**src/rtl/prog_ctr_if.sv**
```systemverilog
// rtl/prog_ctr_if.sv - prog_ctr control, target-LUT programming and status bundle
interface prog_ctr_if #(
    parameter int PC_W  = 10,
    parameter int LUT_W = 5
);
    logic             start;
    logic             halt_req;
    logic             branch_en;
    logic             jump_en;
    logic             alu_flag;
    logic [LUT_W-1:0] tgt_sel;
    logic             lut_wr_en;
    logic [LUT_W-1:0] lut_wr_addr;
    logic [PC_W-1:0]  lut_wr_data;
    logic [PC_W-1:0]  pc;
    logic             running;
    logic             done;
    logic             taken;
    logic             wrap_err;

    modport master (
        output start, halt_req, branch_en, jump_en, alu_flag, tgt_sel,
               lut_wr_en, lut_wr_addr, lut_wr_data,
        input  pc, running, done, taken, wrap_err
    );

    modport slave (
        input  start, halt_req, branch_en, jump_en, alu_flag, tgt_sel,
               lut_wr_en, lut_wr_addr, lut_wr_data,
        output pc, running, done, taken, wrap_err
    );
endinterface

```
**src/rtl/prog_ctr.sv**
```systemverilog
// rtl/prog_ctr.sv - program counter / next-PC sequencer with target LUT (option: PROG_CTR_REL_BRANCH_EN)
module prog_ctr #(
    parameter int PC_W     = 10,
    parameter int LUT_W    = 5,
    parameter int RESET_PC = 0
) (
    input  logic        clk,
    input  logic        reset_n,
    prog_ctr_if.slave   bus
);
    localparam int              LUT_N   = 1 << LUT_W;
    localparam logic [PC_W-1:0] PC_INIT = PC_W'(RESET_PC);

    typedef enum logic [1:0] {IDLE = 2'd0, RUN = 2'd1, DONE = 2'd2} state_t;

    state_t          state, state_nxt;
    logic [PC_W-1:0] pc_q, pc_nxt;
    logic            taken_q, taken_nxt;
    logic            wrap_q, wrap_nxt;
    logic [PC_W-1:0] lut [LUT_N];
    logic [PC_W-1:0] lut_rd;
    logic [PC_W-1:0] pc_inc;
    logic [PC_W-1:0] br_tgt;

    // Read from the registered array, so a same-cycle write is seen only next cycle.
    assign lut_rd = lut[bus.tgt_sel];
    assign pc_inc = pc_q + PC_W'(1);

`ifdef PROG_CTR_REL_BRANCH_EN
    assign br_tgt = pc_q + lut_rd;
`else
    assign br_tgt = lut_rd;
`endif

    always_ff @(posedge clk) begin
        if (!reset_n) begin
            state   <= IDLE;
            pc_q    <= PC_INIT;
            taken_q <= 1'b0;
            wrap_q  <= 1'b0;
        end else begin
            state   <= state_nxt;
            pc_q    <= pc_nxt;
            taken_q <= taken_nxt;
            wrap_q  <= wrap_nxt;
        end
    end

    always_ff @(posedge clk) begin
        if (!reset_n) begin
            for (int i = 0; i < LUT_N; i++) lut[i] <= '0;
        end else if (bus.lut_wr_en) begin
            lut[bus.lut_wr_addr] <= bus.lut_wr_data;
        end
    end

    always_comb begin
        state_nxt = state;
        case (state)
            IDLE, DONE: if (bus.start)    state_nxt = RUN;
            RUN:        if (bus.halt_req) state_nxt = DONE;
            default:                      state_nxt = IDLE;
        endcase
    end

    always_comb begin
        pc_nxt    = pc_q;
        taken_nxt = 1'b0;
        wrap_nxt  = wrap_q;
        case (state)
            IDLE, DONE: begin
                if (bus.start) begin
                    pc_nxt   = PC_INIT;
                    wrap_nxt = 1'b0;
                end
            end
            RUN: begin
                if (bus.halt_req) begin
                    pc_nxt = pc_q;
                end else if (bus.jump_en) begin
                    pc_nxt    = lut_rd;
                    taken_nxt = 1'b1;
                end else if (bus.branch_en && bus.alu_flag) begin
                    pc_nxt    = br_tgt;
                    taken_nxt = 1'b1;
                end else begin
                    pc_nxt = pc_inc;
                    if (&pc_q) wrap_nxt = 1'b1;
                end
            end
            default: begin
                pc_nxt = PC_INIT;
            end
        endcase
    end

    assign bus.pc       = pc_q;
    assign bus.running  = (state == RUN);
    assign bus.done     = (state == DONE);
    assign bus.taken    = taken_q;
    assign bus.wrap_err = wrap_q;
endmodule
```
**src/flat_wrapper.sv**
```systemverilog
// flat-port wrapper written by rule: the top's interface ports become plain ports
module prog_ctr_flat 
#(
    parameter int PC_W     = 10,
    parameter int LUT_W    = 5,
    parameter int RESET_PC = 0
)
  (clk, reset_n, bus_start, bus_halt_req, bus_branch_en, bus_jump_en, bus_alu_flag, bus_tgt_sel, bus_lut_wr_en, bus_lut_wr_addr, bus_lut_wr_data, bus_pc, bus_running, bus_done, bus_taken, bus_wrap_err);
  prog_ctr_if #(.PC_W(PC_W), .LUT_W(LUT_W)) bus_i ();
  input  logic clk;
  input  logic reset_n;
  input wire logic [$bits(bus_i.start)-1:0] bus_start;
  input wire logic [$bits(bus_i.halt_req)-1:0] bus_halt_req;
  input wire logic [$bits(bus_i.branch_en)-1:0] bus_branch_en;
  input wire logic [$bits(bus_i.jump_en)-1:0] bus_jump_en;
  input wire logic [$bits(bus_i.alu_flag)-1:0] bus_alu_flag;
  input wire logic [$bits(bus_i.tgt_sel)-1:0] bus_tgt_sel;
  input wire logic [$bits(bus_i.lut_wr_en)-1:0] bus_lut_wr_en;
  input wire logic [$bits(bus_i.lut_wr_addr)-1:0] bus_lut_wr_addr;
  input wire logic [$bits(bus_i.lut_wr_data)-1:0] bus_lut_wr_data;
  output wire logic [$bits(bus_i.pc)-1:0] bus_pc;
  output wire logic [$bits(bus_i.running)-1:0] bus_running;
  output wire logic [$bits(bus_i.done)-1:0] bus_done;
  output wire logic [$bits(bus_i.taken)-1:0] bus_taken;
  output wire logic [$bits(bus_i.wrap_err)-1:0] bus_wrap_err;
  assign bus_i.start = bus_start;
  assign bus_i.halt_req = bus_halt_req;
  assign bus_i.branch_en = bus_branch_en;
  assign bus_i.jump_en = bus_jump_en;
  assign bus_i.alu_flag = bus_alu_flag;
  assign bus_i.tgt_sel = bus_tgt_sel;
  assign bus_i.lut_wr_en = bus_lut_wr_en;
  assign bus_i.lut_wr_addr = bus_lut_wr_addr;
  assign bus_i.lut_wr_data = bus_lut_wr_data;
  assign bus_pc = bus_i.pc;
  assign bus_running = bus_i.running;
  assign bus_done = bus_i.done;
  assign bus_taken = bus_i.taken;
  assign bus_wrap_err = bus_i.wrap_err;
  prog_ctr #(.PC_W(PC_W), .LUT_W(LUT_W), .RESET_PC(RESET_PC)) u_core (.clk(clk), .reset_n(reset_n), .bus(bus_i));
endmodule
```
**config.mk**
```make
export PLATFORM = sky130hd
export DESIGN_NAME = prog_ctr_flat
export DESIGN_NICKNAME = d
export VERILOG_FILES = /design/src/rtl/prog_ctr_if.sv /design/src/rtl/prog_ctr.sv /design/src/flat_wrapper.sv
export SDC_FILE = /design/constraint.sdc
export NUM_CORES = 1
export LEC_CHECK = 0
export ABC_CLOCK_PERIOD_IN_PS = 2700
export CAP_MARGIN = 20
export CORE_MARGIN = 5
export CORE_UTILIZATION = 33
export CTS_BUF_LIST = sky130_fd_sc_hd__clkbuf_16
export DETAILED_ROUTE_END_ITERATION = 6
export PLACE_DENSITY_LB_ADDON = 0.1
export SLEW_MARGIN = 5
export SYNTH_ARGS = -nofsm -noshare
export SYNTH_HDL_FRONTEND = slang
export SYNTH_SLANG_ARGS = --single-unit
```
**constraint.sdc**
```tcl
create_clock -name clk -period 2.7 [get_ports clk]
set_clock_uncertainty 0.15 [all_clocks]
set_input_delay 0.54 -clock clk [delete_from_list [all_inputs] [get_ports clk]]
set_output_delay 0.54 -clock clk [all_outputs]
set_load 0.02 [all_outputs]
```
---- Yosys cells after proc, flatten, opt, wreduce, memory -nomap -nowiden ----
Memory sizes are Yosys's and may differ from the RTL's.
Cells that the tools add are included.
storage, ports and cells
  register bits after elaboration ......... 14
  bits in writable memories ............... 320
  bits of input ports ..................... 28
  logic and storage cells ................. 49
  memories kept ........................... 1
operators by class
  $add $sub $neg .......................... 1
  equal/unequal tests ..................... 8
  multiplexer cells ....................... 23
  bitwise gates (word level) .............. 2
  reductions and logical operators ........ 10
memory list
  memory      words  width  rd ports  clocked after Yosys merged registers in  wr ports  line            source
  u_core.lut  32     10     1         0                                        32        prog_ctr.sv:20  logic [PC_W-1:0] lut [LUT_N];
operators with widths
  operator                 number
  $mux W10                 5
  $pmux W10 S2             1
  $mux W1                  12
  $add A10 B1 Y10 const B  1
  $ne A2 B2 Y1 const B     5
  $reduce_and A10 Y1       1
  $reduce_or A10 Y1        1
  $reduce_and A6 Y1        1
  $mux W5                  1
  $mux W2                  2
  $pmux W2 S2              1
  $reduce_and A2 Y1        2
  $reduce_or A3 Y1         1
  $eq A2 B1 Y1 const B     1
  $eq A2 B2 Y1 const B     1
  $logic_not A2 Y1         1
  $ne A2 B1 Y1 const B     1
  $not A1 Y1               2
  $pmux W1 S2              1
  $reduce_bool A2 Y1       1
  $reduce_or A2 Y1         1
  $logic_and A1 B1 Y1      1

---- Logic depth before layout (Yosys ltp) ----
  depth in word-level cells ............... 6
  mapped depth ............................ 10
  depth with buffers taken out ............ 7

---- Worst setup path after synthesis ----
No wires, ideal clock.
  kind .................................... input -> register
  start ................................... in reset_n
  end ..................................... mem u_core.lut[25][0] (enable)
  library setup time ...................... 0.391 ns
  arrival ................................. 2.061 ns
  path slack .............................. 0.098 ns
  cell stages on the path ................. 6
  cell sequence ........................... clkbuf_1 -> nand2_1 -> nor2_1 -> nand2_1 -> clkbuf_1 -> o21ai_0
RTL lines
  what                line                source
  start: declaration  flat_wrapper.sv:11  input logic reset_n;
  end: declaration    prog_ctr.sv:20

---- Worst setup path in the final report ----
  start ................................... reg u_core.pc_q[2], in the netlist u_core.bus.pc[2]
  end ..................................... out bus_pc[2]
RTL lines
  what                      line                source
  start: declaration        prog_ctr.sv:17      logic [PC_W-1:0] pc_q, pc_nxt;
  start signal: assignment  prog_ctr.sv:43      pc_q <= pc_nxt;
  end: declaration          flat_wrapper.sv:21  output wire logic [$bits(bus_i.pc)-1:0] bus_pc;
No word-level cell between the ends.

==> results.md <==
- Largest area contributor in the netlist: edfxtp_1
- DRT Pass-1 Iters: 4
- CTS hold repair buffers: 0
- Worst Setup Path Type: reg2out
- Routability cong.: 0.807
- Initial antenna violation count: 0
- Final count of pins violating max slew: 0
- Number of buffers added on ports: 41
- Setup TNS: 0 ps
- Period utilisation layout: between 90% and 100%
- Clock latency on the worst-skew pair: 560 ps
- Worst R2R Start: u_core.lut[28][2]$_SDFFCE_PN0P_
- Synth warn: 0
- Outcome: finished, final reports clean
- #FFs+latches synth: between 300 and 400
- Top_reg_cell synth: edfxtp_1
- Syn_area_per_cell: about 15 sq um
- Synth cell count leaders: and2_1 (321), edfxtp_1 (320), mux4_2 (78)
- Worst Max-Slew Pin Slew: about 860 ps
- Die X: 227 microns
- Crit path required time: 2010 ps
- # rows: 79
- Netlist Area Pre-Place: 15,500 sq um
- I/O pin count: between 40 and 50
- Post-DR wirelength/cell: ~24 microns
- VDD IR-drop max: between 300 and 400 uV
- Top delay family on crit path: buffers and inverters
- H-tree depth: 2
- Leakage: ~6.7 nW
- Register area share after synthesis: about 64%
- Final hold violations: 0
- Area Overhead vs Synth: 20.6%
- Cell Chain, Critical Path: clkdlybuf4s50_1
- Number of flops mapped to enable cells by yosys: between 300 and 400
- Yosys top cell area share: about three fifths
- Ys async rst share: 0%
- Critical Path Start Type: flop
- Reg-to-reg slack, setup: ~500 ps
- Gates resized, CTS repair: 0
- Hold Path Sink: u_core.bus.wrap_err$_SDFFE_PN0P_
- CTS buffer count: 39
- Final nets: approximately 1,200
- Max_cap viols: 0
- Top cells by area, synth: edfxtp_1 (62%), and2_1 (13%), mux4_2 (11%), dfxtp_1 (1.8%), mux2i_1 (1.4%)
- Power per Cell Area: around 640 nW/um^2
- Global route overflow: 0
- CTS tree: done
- Netlist cell types: 53
- Placed cells: approximately 1,800
- Worst path arrival time: approximately 1700 ps
- Reg2reg end: u_core.bus.pc[2]$_SDFFE_PN0P_
- Final ANT Viol Nets: 0
- Die ar.: a little over 50,000 sq um
- Worst setup EP type: output pin
- Max stage delay cell, worst path: clkdlybuf4s50_1
- Layout cells sized above 1: between 20% and 30%
- Largest net degree at the start of global routing: 33
- Relative slew slack: 42.7%
- RSZ-0062 raised after global routing: false
- Number of buffers and inverters on the critical path: 1
- Area of the core: approximately 47,000 sq um
- Post-Syn Instances: between 1,000 and 1,500
- Initial core utilization: 33.4%
- Post-Route Utilization: between 40% and 50%
- Vias after detailed routing: around 9,200
- Routed vias/inst: between 4 and 5
- CP Max Fanout: 8
- Hold Crit Depth: 2
- First DRT Iteration DRCs: between 600 and 700
- Die Ht: approximately 230 microns
- Class of the worst hold path: reg2reg
- Post-CTS Setup Inserts: 0
- # DRC: 0
- Fmax: approximately 0.41 GHz
- Clock Sinks: between 300 and 400
- Clock root buffer: clkbuf_16
- Count leader, synth: and2_1
- Finished Layout Cells: ~1,900
- Max incr delay on CP: 680 ps
- Setup violations, final: 0
- Worst reg2reg path depth: 5
- GRT Total Usage: around 18%
- Hold Crit Start: u_core.bus.wrap_err$_SDFFE_PN0P_
- Min Tclk post-route: approximately 2400 ps
- Vias in the first global route: ~9,400
- First-pass GRT wire length: ~66,000 microns
- Post-DP HPWL: 30,000 microns
- Max clock buf depth: 3
- Net Count, Synth: approximately 1,100
- Fillers: between 4,000 and 5,000
- Worst-path clk slew: 60 ps
- Drt total wl: around 45,000 microns
per-layer routing:
metal	part of all wire [%]	vias to the layer above	GRT usage, %
li1	-	4256	-
met1	46	4668	24.9
met2	48	211	28.6
met3	4.3	63	2.98
met4	2.1	0	3.78
met5	0	-	0
report_power, final:
part / internal, mW / switching [mW] / total, mW
clock: 2.76 / 2.07 / 4.83
combinational: 0.477 / 0.614 / 1.09
sequential: 5.94 / 0.0875 / 6.03
total: 9.17 / 2.77 / 11.9
through the flow:
| step | setup WS, ps | instance area, sq um | hold slack [ps] | power [mW] |
|---|---|---|---|---|
| floorplan | 98.2 | 15500 | 346 | 6.66 |
| global placement | -134 | 17600 | 336 | 7.25 |
| detailed placement | -133 | 17600 | 346 | 7.25 |
| CTS | 229 | 18800 | 354 | 12.1 |
| global route | 171 | 18800 | 406 | 12.4 |
| finish | 270 | 18800 | 348 | 11.9 |
flip-flops by register name, indices dropped and copies added, names as in the netlist:
name                 flops
u_core.bus.pc           10
u_core.bus.wrap_err      1
u_core.state             2
u_core.bus.taken         1
u_core.lut             320
area by class of cell:
class / count / area, sq um / share of cell area [%]
antenna: 2 / 5.00 / 0.0267
clock buffer: 40 / 1000 / 5.34
clock inverter: 27 / 146 / 0.780
inverter: 3 / 11.3 / 0.0600
multi-input combinational: 659 / 5320 / 28.3
sequential: 334 / 9890 / 52.7
tap: 607 / 759 / 4.05
timing repair buffer: 178 / 1630 / 8.68
cells by family after synthesis:
family,count (synthesis),share of synthesized area (%)
xor gates and xnor gates,2,0.113
adders and majority gates,1,0.0805
and+or+nand+nor,457,17.1
buffers and inverters,75,2.20
AOI/OAI and AO/OA,94,3.79
DFF,334,63.6
muxes,105,13.1
cell usage in the layout (no fill, tap or decap), types with 6 or more instances in the layout:
master	n
buf_12	16
clkbuf_16	40
mux4_2	78
clkdlybuf4s50_1	38
o21ai_0	15
buf_4	123
nor2_1	47
nor2b_1	8
nand2_1	32
o21ai_1	34
inv_1	21
dfxtp_1	14
nand3_1	19
edfxtp_1	320
and2_1	321
a31oi_1	6
mux2i_1	21
worst max path at each step:
stage	start	end	slack, ps	depth (start not counted)
2_1_floorplan	reset_n	u_core.lut[25][0]$_SDFFCE_PN0P_	100	6
3_3_place_gp	bus_tgt_sel[1]	u_core.bus.pc[7]$_SDFFE_PN0P_	-130	9
3_5_place_dp	bus_tgt_sel[1]	u_core.bus.pc[7]$_SDFFE_PN0P_	-130	9
4_1_cts	u_core.state[0]$_SDFFE_PN0P_	bus_running	230	2
5_1_grt	u_core.state[0]$_SDFFE_PN0P_	bus_running	170	2
6_report	u_core.bus.pc[2]$_SDFFE_PN0P_	bus_pc[2]	270	1
(Power assumes the default switching activity.)
